$ cat config.mk
export PLATFORM = sky130hd
export DESIGN_NAME = multi_clk_div_flat
export DESIGN_NICKNAME = d
export VERILOG_FILES = /design/src/rtl/multi_clk_div_if.sv /design/src/rtl/multi_clk_div.sv /design/src/flat_wrapper.sv
export SDC_FILE = /design/constraint.sdc
export NUM_CORES = 1
export LEC_CHECK = 0
export ABC_AREA = 1
export CAP_MARGIN = 25
export CORE_UTILIZATION = 60
export DETAILED_ROUTE_END_ITERATION = 6
export PLACE_DENSITY = 0.78
export SETUP_SLACK_MARGIN = 0.3
export SLEW_MARGIN = 0
export SYNTH_ARGS = -nofsm -noshare
export SYNTH_HDL_FRONTEND = slang
export SYNTH_SLANG_ARGS = --single-unit
$ cat constraint.sdc
create_clock -name clk_100M -period 3.6 [get_ports clk_100M]
set_clock_uncertainty 0.05 [all_clocks]
set_input_delay 0.72 -clock clk_100M [delete_from_list [all_inputs] [get_ports clk_100M]]
set_output_delay 0.72 -clock clk_100M [all_outputs]
set_load 0.01 [all_outputs]
$ cat src/rtl/multi_clk_div_if.sv
// Control and status bundle for the multi-channel clock divider.
// The master drives enables and divisor writes; the slave returns divided clocks, ticks and pending flags.
interface multi_clk_div_if #(
  parameter int CH    = 4,
  parameter int CH_W  = 2,
  parameter int CNT_W = 26
);
  logic [CH-1:0]    en;
  logic             sync_clr;
  logic             cfg_we;
  logic [CH_W-1:0]  cfg_ch;
  logic [CNT_W-1:0] cfg_div;
  logic [CH-1:0]    clk_out;
  logic [CH-1:0]    tick;
  logic [CH-1:0]    cfg_pending;

  modport master (
    output en, sync_clr, cfg_we, cfg_ch, cfg_div,
    input  clk_out, tick, cfg_pending
  );

  modport slave (
    input  en, sync_clr, cfg_we, cfg_ch, cfg_div,
    output clk_out, tick, cfg_pending
  );
endinterface

$ cat src/rtl/multi_clk_div.sv
// N-channel 50%-duty clock divider with a tick strobe per toggle.
// Each divisor write is shadowed and applied only at a wrap or a sync_clr, so clk_out never glitches.
module multi_clk_div #(
  parameter int               CH      = 4,
  parameter int               CH_W    = 2,
  parameter int               CNT_W   = 26,
  parameter logic [CNT_W-1:0] DEF_DIV = 26'd50000000
) (
  input logic             clk_100M,
  input logic             rst_n,
  multi_clk_div_if.slave  bus
);

  logic [CNT_W-1:0] cnt     [CH];
  logic [CNT_W-1:0] div_act [CH];
  logic [CNT_W-1:0] div_shd [CH];
  logic [CH-1:0]    pending;
  logic [CH-1:0]    clk_q;
  logic [CH-1:0]    tick_q;

  logic [CH-1:0]    wr_sel;
  logic [CH-1:0]    wrap;
  logic [CNT_W-1:0] div_w;

  // A zero divisor would never wrap; it is stored as 1 (toggle every cycle).
  always_comb begin
    div_w  = (bus.cfg_div == '0) ? CNT_W'(1) : bus.cfg_div;
    wr_sel = '0;
    wrap   = '0;
    for (int i = 0; i < CH; i++) begin
      wr_sel[i] = bus.cfg_we && (bus.cfg_ch == CH_W'(i));
      wrap[i]   = bus.en[i] && (cnt[i] == div_act[i] - CNT_W'(1));
    end
  end

  // NOTE: the per-channel arrays are ordinary flops, not RAM, so they take the async reset like any other state.
  always_ff @(posedge clk_100M or negedge rst_n) begin
    if (!rst_n) begin
      for (int i = 0; i < CH; i++) begin
        cnt[i]     <= '0;
        div_act[i] <= DEF_DIV;
        div_shd[i] <= DEF_DIV;
      end
      pending <= '0;
      clk_q   <= '0;
      tick_q  <= '0;
    end else begin
      for (int i = 0; i < CH; i++) begin
        if (bus.sync_clr) begin
          cnt[i]    <= '0;
          clk_q[i]  <= 1'b0;
          tick_q[i] <= 1'b0;
          if (pending[i]) div_act[i] <= div_shd[i];
          pending[i] <= 1'b0;
        end else if (wrap[i]) begin
          cnt[i]    <= '0;
          clk_q[i]  <= ~clk_q[i];
          tick_q[i] <= 1'b1;
          if (pending[i]) div_act[i] <= div_shd[i];
          pending[i] <= 1'b0;
        end else begin
          if (bus.en[i]) cnt[i] <= cnt[i] + CNT_W'(1);
          tick_q[i] <= 1'b0;
        end
        // NOTE: this later non-blocking write wins, so a write landing on a wrap stays pending for the next one.
        if (wr_sel[i]) begin
          div_shd[i] <= div_w;
          pending[i] <= 1'b1;
        end
      end
    end
  end

  assign bus.clk_out     = clk_q;
  assign bus.tick        = tick_q;
  assign bus.cfg_pending = pending;

endmodule
$ cat src/flat_wrapper.sv
// flat-port wrapper written by rule: the top's interface ports become plain ports
module multi_clk_div_flat 
#(
  parameter int               CH      = 4,
  parameter int               CH_W    = 2,
  parameter int               CNT_W   = 26,
  parameter logic [CNT_W-1:0] DEF_DIV = 26'd50000000
)
  (clk_100M, rst_n, bus_en, bus_sync_clr, bus_cfg_we, bus_cfg_ch, bus_cfg_div, bus_clk_out, bus_tick, bus_cfg_pending);
  multi_clk_div_if #(.CH(CH), .CH_W(CH_W), .CNT_W(CNT_W)) bus_i ();
  input logic clk_100M;
  input logic rst_n;
  input wire logic [$bits(bus_i.en)-1:0] bus_en;
  input wire logic [$bits(bus_i.sync_clr)-1:0] bus_sync_clr;
  input wire logic [$bits(bus_i.cfg_we)-1:0] bus_cfg_we;
  input wire logic [$bits(bus_i.cfg_ch)-1:0] bus_cfg_ch;
  input wire logic [$bits(bus_i.cfg_div)-1:0] bus_cfg_div;
  output wire logic [$bits(bus_i.clk_out)-1:0] bus_clk_out;
  output wire logic [$bits(bus_i.tick)-1:0] bus_tick;
  output wire logic [$bits(bus_i.cfg_pending)-1:0] bus_cfg_pending;
  assign bus_i.en = bus_en;
  assign bus_i.sync_clr = bus_sync_clr;
  assign bus_i.cfg_we = bus_cfg_we;
  assign bus_i.cfg_ch = bus_cfg_ch;
  assign bus_i.cfg_div = bus_cfg_div;
  assign bus_clk_out = bus_i.clk_out;
  assign bus_tick = bus_i.tick;
  assign bus_cfg_pending = bus_i.cfg_pending;
  multi_clk_div #(.CH(CH), .CH_W(CH_W), .CNT_W(CNT_W), .DEF_DIV(DEF_DIV)) u_core (.clk_100M(clk_100M), .rst_n(rst_n), .bus(bus_i));
endmodule
==> metrics.md <==
| Metric | Value |
|---|---|
| Total CTS buffers | `37` |
| Top Family by Delay on Critical Path | `simple AND/OR/NAND/NOR gates` |
| HP Class | `input pin to async pin` |
| Remaining DRCs | `0` |
| Synth Instances | `2,582` |
| Vias | `16,900` |
| Yosys cell types | `43` |
| Final hold vios | `0` |
| Mapped Nets | `2,626` |
| Slew Viols, Final | `0` |
| Seq/Total Area, Yosys | `43.9%` |
| Worst-path clk slew | `60 ps` |
| Crit end category | `flip-flop` |
| Ant. Diodes | `0` |
| Mean Syn Cell Area | `slightly above 7 µm²` |
| Gpl congestion | `0.995` |
| Multi-input gate area | `9270 µm²` |
| Pwr/cell area | `576 nW/µm²` |
| Height of the die | `179 µm` |
| Worst path bufs/invs | `3` |
| Final Net Count | `roughly 2,700` |
| RSZ-0062 raised after global routing | `false` |
| Hpwl dp | `34,700 µm` |
| Clock Latency Late Sink | `between 500 and 600 ps` |
| CTS tree | `built` |
| # clock sinks | `between 300 and 400` |
| Critical path's most frequent cell | `nand2_1` |
| CP max FO | `27` |
| Power, Total | `approximately 0.012 W` |
| # IOs | `48` |
| FMAX | `~0.34 GHz` |
| Top_reg_cell synth | `dfrtp_1` |
| Port bufs | `47` |
| First-pass GRT wire length | `approximately 78,000 µm` |
| Post-DRT Antenna Nets | `0` |
| Area Overhead vs Synth | `12.1%` |
| Final worst slack | `between 600 and 700 ps` |
| Die Wd | `~180 µm` |
| Final WL | `~47,000 µm` |
| GRT busiest layer | `met2` |
| VDD IR max | `418 µV` |
| Setup Viol. Count Final | `0` |
| Row cnt | `64` |
| Maxcap violations | `0` |
| Global Route Usage Sum | `a little over 30%` |
| Crit-path cells | `inv_1 -> ha_1 -> nand3_2 -> nor2_2 -> nand2_1 -> nor2_1 -> nand2_1 -> nand2_1 -> inv_1 -> nor2_1 -> nand3_1 -> o21ai_4 -> buf_4 -> o21ai_0` |
| Min Tclk post-route | `a little under 3000 ps` |
| First-pass DRT Iterations | `7` |
| Leak | `10.2 nW` |
| Max clock buf depth | `3` |
| Worst EP arrival | `3330 ps` |
| Initial antenna violation count | `0` |
| Tcrit/Tclk final | `~83%` |
| Startpoint types | `flip-flop` |
| Largest net degree at the start of global routing | `94` |
| Worst-Margin Slew | `757 ps` |
| WS Path Type | `flip-flop to flip-flop` |
| Clk root buf | `clkbuf_16` |
| Drt initial violations | `1,128` |
| CP required | `3950 ps` |
| Ys async rst share | `100%` |
| Setup_tns | `0 ps` |
| Fillers | `2,611` |
| Fraction of layout cells with a size suffix above 1 | `9.17%` |
| H-tree depth | `2` |
| Dpl ws | `354 ps` |
| Vias in the first global route | `about 16,000` |
| Synthesis-stage register bit count | `about 320` |
| Storage element area | `8230 µm²` |
| Vias per cell | `5.55` |
| Starting density of the core | `61.0%` |
| Outcome | `complete, no violations` |
| M3 GR Usage | `4.90%` |
| Slew HR | `49.5%` |
| YS warnings | `0` |
| EDFF count, synth | `0` |
| Mapped Area | `18,700 µm²` |
| Worst path max stage delay | `between 400 and 500 ps` |
| Hold buffer count at cts | `0` |
| Crit path max-delay cell type | `dfrtp_1` |
| CORE AREA | `30,700 µm²` |
| Drt wl/cell | `roughly 16 µm` |
| Die area | `31,900 µm²` |
| Grt ovf | `0` |
| Met2 Resource Use GR | `50.7%` |
| Met1 GRT Util | `about two fifths` |
==> cell families (layout without fill, tap and decap cells) <==
logic type	Yosys count	after routing	share of synthesized area, %
AND/OR/NAND/NOR	1625	1625	37.0
flip-flops	324	324	43.9
buffers and inverters	305	383	6.60
AO/OA/AOI/OAI	180	180	5.12
XOR/XNOR	140	140	6.78
adder cells (fa/ha/maj)	8	8	0.535
==> worst reg2reg max path: stages, from the launching register on <==
cell and delay, ps:
dfrtp_1 420, inv_1 110, ha_1 240, nand3_2 180
nor2_2 250, nand2_1 180, nor2_1 120, nand2_1 60
nand2_1 60, inv_1 50, nor2_1 140, nand3_1 170
o21ai_4 350, buf_4 360, o21ai_0 130
==> stage by stage <==
step	instances	hold slack [ps]	util, %	instance area, µm²
CTS	3053	198	68.3	20900
finish	3056	148	68.4	21000
detailed placement	2986	419	64.2	19700
global route	3056	220	68.4	21000
global placement	2983	414	63.9	19600
floorplan	2582	374	-	18700
==> cell usage after synthesis, types with 5 or more instances <==
cell type / count / area [µm²]
clkbuf_1: 42 / 158
or2_2: 7 / 43.8
nand4_1: 68 / 425
nor4_1: 13 / 81.3
dfstp_2: 96 / 2520
ha_1: 8 / 100
nand3b_1: 26 / 195
a21oi_1: 21 / 105
nand2_1: 845 / 3170
o21bai_1: 9 / 67.6
nor2_1: 351 / 1320
o21ai_0: 135 / 676
nor2_2: 19 / 119
buf_4: 9 / 67.6
xnor2_1: 40 / 350
nand3_1: 221 / 1110
inv_1: 227 / 852
nor3_1: 50 / 250
inv_2: 5 / 18.8
nand2_4: 5 / 56.3
nand2_2: 7 / 43.8
buf_2: 15 / 75.1
buf_6: 5 / 56.3
xor2_1: 97 / 850
dfrtp_1: 228 / 5710
==> routing by layer <==
| layer | wire, µm | vias up | share of wire, % |
|---|---|---|---|
| met1 | 20700 | 8013 | 44 |
| li1 | - | 8337 | - |
| met4 | 1160 | 2 | 2.4 |
| met5 | 63 | - | 0.13 |
| met3 | 3000 | 96 | 6.3 |
| met2 | 22500 | 501 | 47 |
==> repair_timing <==
item / 4_1_cts / 5_1_grt
setup endpoints to repair: 0 / 56
buffers inserted: 0 / 3
endpoints found under the hold margin: 0 / 0
resized for setup: 0 / 2
==> final timing paths <==
check / slack, ps / to / start / depth (start not counted)
setup / recovery: 620 / u_core.cnt[79] / u_core.div_act[78] / 14
setup reg to reg: 620 / u_core.cnt[79] / u_core.div_act[78] / 14
hold reg to reg: 430 / u_core.div_act[77] / u_core.div_act[77] / 2
min in group clk_100M: 430 / u_core.div_act[77] / u_core.div_act[77] / 2
max in group asynchronous: 2360 / u_core.div_act[77] / rst_n / 2
hold / removal: 150 / u_core.cnt[42] / rst_n / 1
==> final cells by class <==
type | instances | area share (%)
Inverter | 233 | 4.17
Sequential cell | 324 | 39.2
Clock inverter | 16 | 1.06
Clock buffer | 51 | 5.00
Timing Repair Buffer | 83 | 4.02
Tap cell | 396 | 2.36
Multi-Input combinational cell | 1953 | 44.2
==> registers in the layout, indices dropped and copies added, names as in the netlist <==
name                    count
u_core.bus.clk_out          4
u_core.div_act            104
u_core.div_shd            104
u_core.bus.tick             4
u_core.cnt                104
u_core.bus.cfg_pending      4
==> layout by cell type, fill, tap and decap left out, types with 6 or more instances in the layout <==
master	n
nand2_1	845
nor2_1	351
dfrtp_1	228
inv_1	227
nand3_1	221
o21ai_0	135
xor2_1	97
dfstp_2	96
nand4_1	68
nor3_1	50
clkdlybuf4s50_1	46
xnor2_1	40
clkbuf_16	38
buf_4	30
nand3b_1	26
a21oi_1	21
nor2_2	18
nor4_1	13
o21bai_1	9
ha_1	8
clkbuf_1	8
or2_2	7
nand2_2	7
clkinv_2	6
==> where the power goes <==
part | total (W) | internal (W) | switching [W]
sequential | 0.00488 | 0.00432 | 0.000563
clock | 0.00393 | 0.00241 | 0.00152
combinational | 0.00328 | 0.00115 | 0.00213
Power figures use the tool's default switching activity.
==> RTL change 1 (config.mk and constraints unchanged) <==
`CNT_W` is set to 26 in 3 places; all go to 30.
--- a/src/rtl/multi_clk_div_if.sv
+++ b/src/rtl/multi_clk_div_if.sv
@@ -3,7 +3,7 @@
 interface multi_clk_div_if #(
   parameter int CH    = 4,
   parameter int CH_W  = 2,
-  parameter int CNT_W = 26
+  parameter int CNT_W = 30
 );
   logic [CH-1:0]    en;
   logic             sync_clr;
--- a/src/rtl/multi_clk_div.sv
+++ b/src/rtl/multi_clk_div.sv
@@ -3,7 +3,7 @@
 module multi_clk_div #(
   parameter int               CH      = 4,
   parameter int               CH_W    = 2,
-  parameter int               CNT_W   = 26,
+  parameter int               CNT_W   = 30,
   parameter logic [CNT_W-1:0] DEF_DIV = 26'd50000000
 ) (
   input logic             clk_100M,
--- a/src/flat_wrapper.sv
+++ b/src/flat_wrapper.sv
@@ -3,7 +3,7 @@
 #(
   parameter int               CH      = 4,
   parameter int               CH_W    = 2,
-  parameter int               CNT_W   = 26,
+  parameter int               CNT_W   = 30,
   parameter logic [CNT_W-1:0] DEF_DIV = 26'd50000000
 )
   (clk_100M, rst_n, bus_en, bus_sync_clr, bus_cfg_we, bus_cfg_ch, bus_cfg_div, bus_clk_out, bus_tick, bus_cfg_pending);
Interface: changed (resized bus_cfg_div); port bits go from 48 to 52. No check against the original RTL was run, so the function may have changed too.
==> RTL change 1 against the original RTL <==
- wire length grew 32%
- setup slack lost 0.094 ns
- power grew 18%
- synthesized area grew 20%
- design area grew 18%
- via count grew 21%
- first-iteration DRC count grew 33%
- die area grew 20%
- critical path depth grew 1
- combinational power grew 29%
- sequential cell count grew 48
==> RTL change 1: results (changes against the original RTL) <==
| Metric | Value |
|---|---|
| DR iter-0 viols | `1497 (+33%)` |
| IR drop worst, VDD | `0.400 mV (-4.2%)` |
| TritonRoute pass-1 iters | `6 (-1)` |
| Sequential fraction of the synthesis area | `0.420 (-0.0192)` |
| Top cells by area, synth | `dfrtp_1 (31%), nand2_1 (16%), dfstp_2 (11%), nor2_1 (6.9%), nand3_1 (6.1%)` |
| Slew margin rel. | `0.432 (-0.0629)` |
| Sw Ratio | `0.370 (+0.0215)` |
| Mux contribution to synthesized area | `0 (unchanged)` |
| Flop2flop setup slack | `0.52 ns (-0.09 ns)` |
| Vias/cell | `5.57 (+0.46%)` |
| Met3 usage | `0.0501 (+0.00107)` |
| Gr busiest metal | `met2` |
| Routed met1 length | `27.6 mm (+33%)` |
| Post-Synthesis Cells | `3116 (+21%)` |
| Fillers | `3120 (+19%)` |
| WL met3 | `4.07 mm (+36%)` |
| M1 GR Usage | `0.467 (+0.0555)` |
| Data arrival, critical path | `3.49 ns (+0.16 ns)` |
| Wire length per cell | `17.0 um (+9.6%)` |
| Placed Instances | `3588 (+20%)` |
| Synth Area in Compound Gates | `0.0490 (-0.00217)` |
| Post-Synth Adder-Cell Area | `0.00446 (-0.000885)` |
| Wirelength, routed | `62.4 mm (+32%)` |
| List of most frequent post-synthesis cells | `nand2_1 (952), nor2_1 (413), inv_1 (324), dfrtp_1 (276), nand3_1 (272)` |
| Vias in the first global route | `19700 (+24%)` |
| Placement Setup Slack | `0.336 ns (-0.0182 ns)` |
| Initial antenna violation count | `2 (+2)` |
| Met2 GRT Util | `0.526 (+0.0187)` |
| Total CTS buffers | `40 (+8.1%)` |
| EDFF count, synth | `0 (unchanged)` |
| Routability Congestion | `0.999 (+0.42%)` |
| Number of library cell types mapped by synthesis | `47 (+9.3%)` |
| Metal2 WL | `28.1 mm (+25%)` |
| Htree depth | `2 (unchanged)` |
| First-pass GRT wire length | `102 mm (+31%)` |
| Port-buffer cells | `51 (+8.5%)` |
| Final hold slack | `0.106 ns (-0.0415 ns)` |
| Biggest regs | `u_core.cnt (120), u_core.div_act (120), u_core.div_shd (120)` |
| CP max FO | `30 (+11%)` |
| Mapped Nets | `3164 (+20%)` |
| Comb pwr share | `0.296 (+0.025)` |
| Synthesized-area fraction occupied by xor and xnor cells | `0.0724 (+0.00468)` |
| Layout cell share with drive strength beyond 1 | `0.0935 (+0.00174)` |
| Clock latency on the worst-skew pair | `0.57 ns (+0.05 ns)` |
| Dpl hpwl | `45.8 mm (+32%)` |
| Status | `complete, no violations` |
| GRT Total Usage | `0.336 (+0.0287)` |
| Largest net degree at the start of global routing | `102 (+8.5%)` |
| Leak | `12.3 nW (+21%)` |
| Placed inst area | `23400 um2 (+19%)` |
| Maximum clock rate | `325 MHz (-3.0%)` |
RTL change 1: final cells by class:
class	count	area, um2	share of cell area
inverter	334	1250	0.0504
tap	468	586	0.0236
antenna	1	2.50	0.000101
timing repair buffer	98	945	0.0380
clock buffer	55	1160	0.0466
clock inverter	19	244	0.00982
multi-input combinational	2321	11200	0.452
sequential	372	9430	0.379
RTL change 1: critical path: stages (launching register included):
cell	delay [ns]
dfrtp_1	0.44
inv_1	0.17
ha_1	0.28
nand3_1	0.16
nor2_4	0.25
nand3_1	0.17
nand2_1	0.09
nand2_1	0.08
nand3b_1	0.16
nor2_1	0.16
nand3_1	0.17
o21ai_4	0.28
nand2_1	0.10
buf_4	0.25
nand2_1	0.10
nand2_1	0.05
RTL change 1: worst paths after layout:
kind / from / end / cells after the start
min in group clk_100M: u_core.div_shd[42]$_DFFE_PN1P_ / u_core.div_act[42]$_DFFE_PN1P_ / 2
max in group asynchronous: rst_n / u_core.div_shd[42]$_DFFE_PN1P_ / 2
max reg2reg: u_core.div_act[30]$_DFFE_PN0P_ / u_core.div_act[35]$_DFFE_PN0P_ / 15
min reg2reg: u_core.div_shd[42]$_DFFE_PN1P_ / u_core.div_act[42]$_DFFE_PN1P_ / 2
min: rst_n / u_core.cnt[86]$_DFFE_PN0P_ / 1
max: u_core.div_act[30]$_DFFE_PN0P_ / u_core.div_act[35]$_DFFE_PN0P_ / 15
RTL change 1: power groups by stage:
stage | logic, W | clock network (W) | registers (W)
after floorplan | 0.00318 | 0 | 0.00542
after global placement | 0.00402 | 0 | 0.00566
final | 0.00423 | 0.00439 | 0.00564
after global routing | 0.00481 | 0.00460 | 0.00571
after CTS | 0.00416 | 0.00445 | 0.00561
after detailed placement | 0.00413 | 0 | 0.00568
==> RTL change 2 (same settings) <==
Without the edit above. Make the reset (`rst_n`) synchronous in one clocked block. Comments in the files are not updated.
--- a/src/rtl/multi_clk_div.sv
+++ b/src/rtl/multi_clk_div.sv
@@ -34,7 +34,7 @@
   end
 
   // NOTE: the per-channel arrays are ordinary flops, not RAM, so they take the async reset like any other state.
-  always_ff @(posedge clk_100M or negedge rst_n) begin
+  always_ff @(posedge clk_100M) begin
     if (!rst_n) begin
       for (int i = 0; i < CH; i++) begin
         cnt[i]     <= '0;
Formal check against the unedited RTL: differs if rst_n is asserted again (counterexample within 4 cycles, from zero or initial values and one cycle with rst_n low); with rst_n held inactive, the same outputs for 4 cycles.
==> RTL change 2 against the original RTL <==
- the flow now finishes with violations (design-rule violations)
- utilization is 0.10 points lower
- critical path depth rose by 1
- synthesized cell count fell by 13%
- non-clock buffer count fell by 8
- synthesized area is 3.5% higher
- sequential cell count unchanged
- setup slack got worse by 0.074 ns
- design area rose by 3.0%
- wire length down 4.6%
- first-iteration DRC count down 7.3%
Power is not compared: it rests on default switching activity, and its combinational part moved more than twofold at a synthesized area within 25%.
==> RTL change 2: results (changes against the original RTL) <==
| Metric | Value |
|---|---|
| Largest net degree at the start of global routing | `27 (-71%)` |
| Routability Congestion | `1.00 (+0.51%)` |
| Nets | `2374 (-11%)` |
| Worst path slowest cell | `edfxtp_1` |
| Yosys top cell area share | `0.484 (+0.179)` |
| Placed inst area | `20300 um2 (+3.4%)` |
| Inverters | `336 (+44%)` |
| Status | `finished, violations left` |
| Vias/cell | `5.40 (-2.7%)` |
| Met2 GRT Util | `0.471 (-0.0356)` |
| First-pass GRT wire length | `72.3 mm (-7.3%)` |
| Placed Instances | `2694 (-9.8%)` |
| Number of library cell types mapped by synthesis | `48 (+12%)` |
| WL met3 | `3.08 mm (+2.7%)` |
| Flop2flop setup slack | `0.54 ns (-0.07 ns)` |
| Nonclk buf count | `75 (-9.6%)` |
| Top sig layer | `met4` |
| Via Count | `14900 (-12%)` |
| CP max FO | `15 (-44%)` |
| Top class by area | `sequential cells` |
| Fillers | `2504 (-4.1%)` |
| Wirelength, routed | `45.2 mm (-4.6%)` |
| GRT Total Usage | `0.277 (-0.0302)` |
| Maximum clock rate | `327 MHz (-2.4%)` |
| DR iter-0 viols | `1046 (-7.3%)` |
| Worst reg2reg startpoint | `u_core.div_act[1][0]$_SDFFCE_PN0P_` |
| Failing checks | `design-rule violations` |
| Total CTS buffers | `35 (-5.4%)` |
| Dpl hpwl | `34.1 mm (-1.7%)` |
| Met3 usage | `0.0483 (-0.000684)` |
| Sequential Area | `9610 um2 (+17%)` |
| Slew @ Worst Pin | `0.617 ns (-0.140 ns)` |
| Mean Syn Cell Area | `8.60 um2 (+19%)` |
| Top cells by area, synth | `edfxtp_1 (48%), nand2_1 (9.1%), nor2_1 (7.5%), inv_1 (6.4%), xor2_1 (4.9%)` |
| EDFF count, synth | `312 (+312)` |
| Area of the multi-input gates | `8360 um2 (-9.9%)` |
| Signal buffers share of area | `0.0328 (-0.00742)` |
| Reg2reg end | `u_core.div_act[1][1]$_SDFFCE_PN0P_` |
| CLK BUF | `45 (-12%)` |
| Clk sinks | `324 (unchanged)` |
| Post-route DRC violation count | `2 (+2)` |
| HP Class | `register to register` |
| Metal2 WL | `21.8 mm (-2.9%)` |
| Mapped Nets | `2295 (-13%)` |
| Layout cell share with drive strength beyond 1 | `0.0947 (+0.00296)` |
[RTL change 2: changes by cell type in the layout (fill, tap and decap cells not counted), moves of 96 or more]
cell	change
dfrtp_1	-228
dfstp_2	-96
edfxtp_1	+312
inv_1	+102
nand2_1	-374
o21ai_0	-112
[RTL change 2: what timing repair did]
action	4_1_cts	5_1_grt
endpoints found under the setup margin	26	104
buffers inserted	0	1
pin swaps	0	1
gates resized for setup	1	14
gates cloned	0	0
[RTL change 2: cell families after synthesis]
family | share of synthesized area
adders and majority gates | 0.00517
xor gates and xnor gates | 0.0784
and+or+nand+nor | 0.328
AOI/OAI and AO/OA | 0.0170
buffers and inverters | 0.0755
DFF | 0.496
[RTL change 2: critical path, delay by kind of cell, from the launching register on]
family | cells | cell delay, ns
xor gates and xnor gates | 1 | 0.15
and+or+nand+nor | 10 | 1.42
DFF | 1 | 0.42
adders and majority gates | 1 | 0.23
buffers and inverters | 3 | 0.47
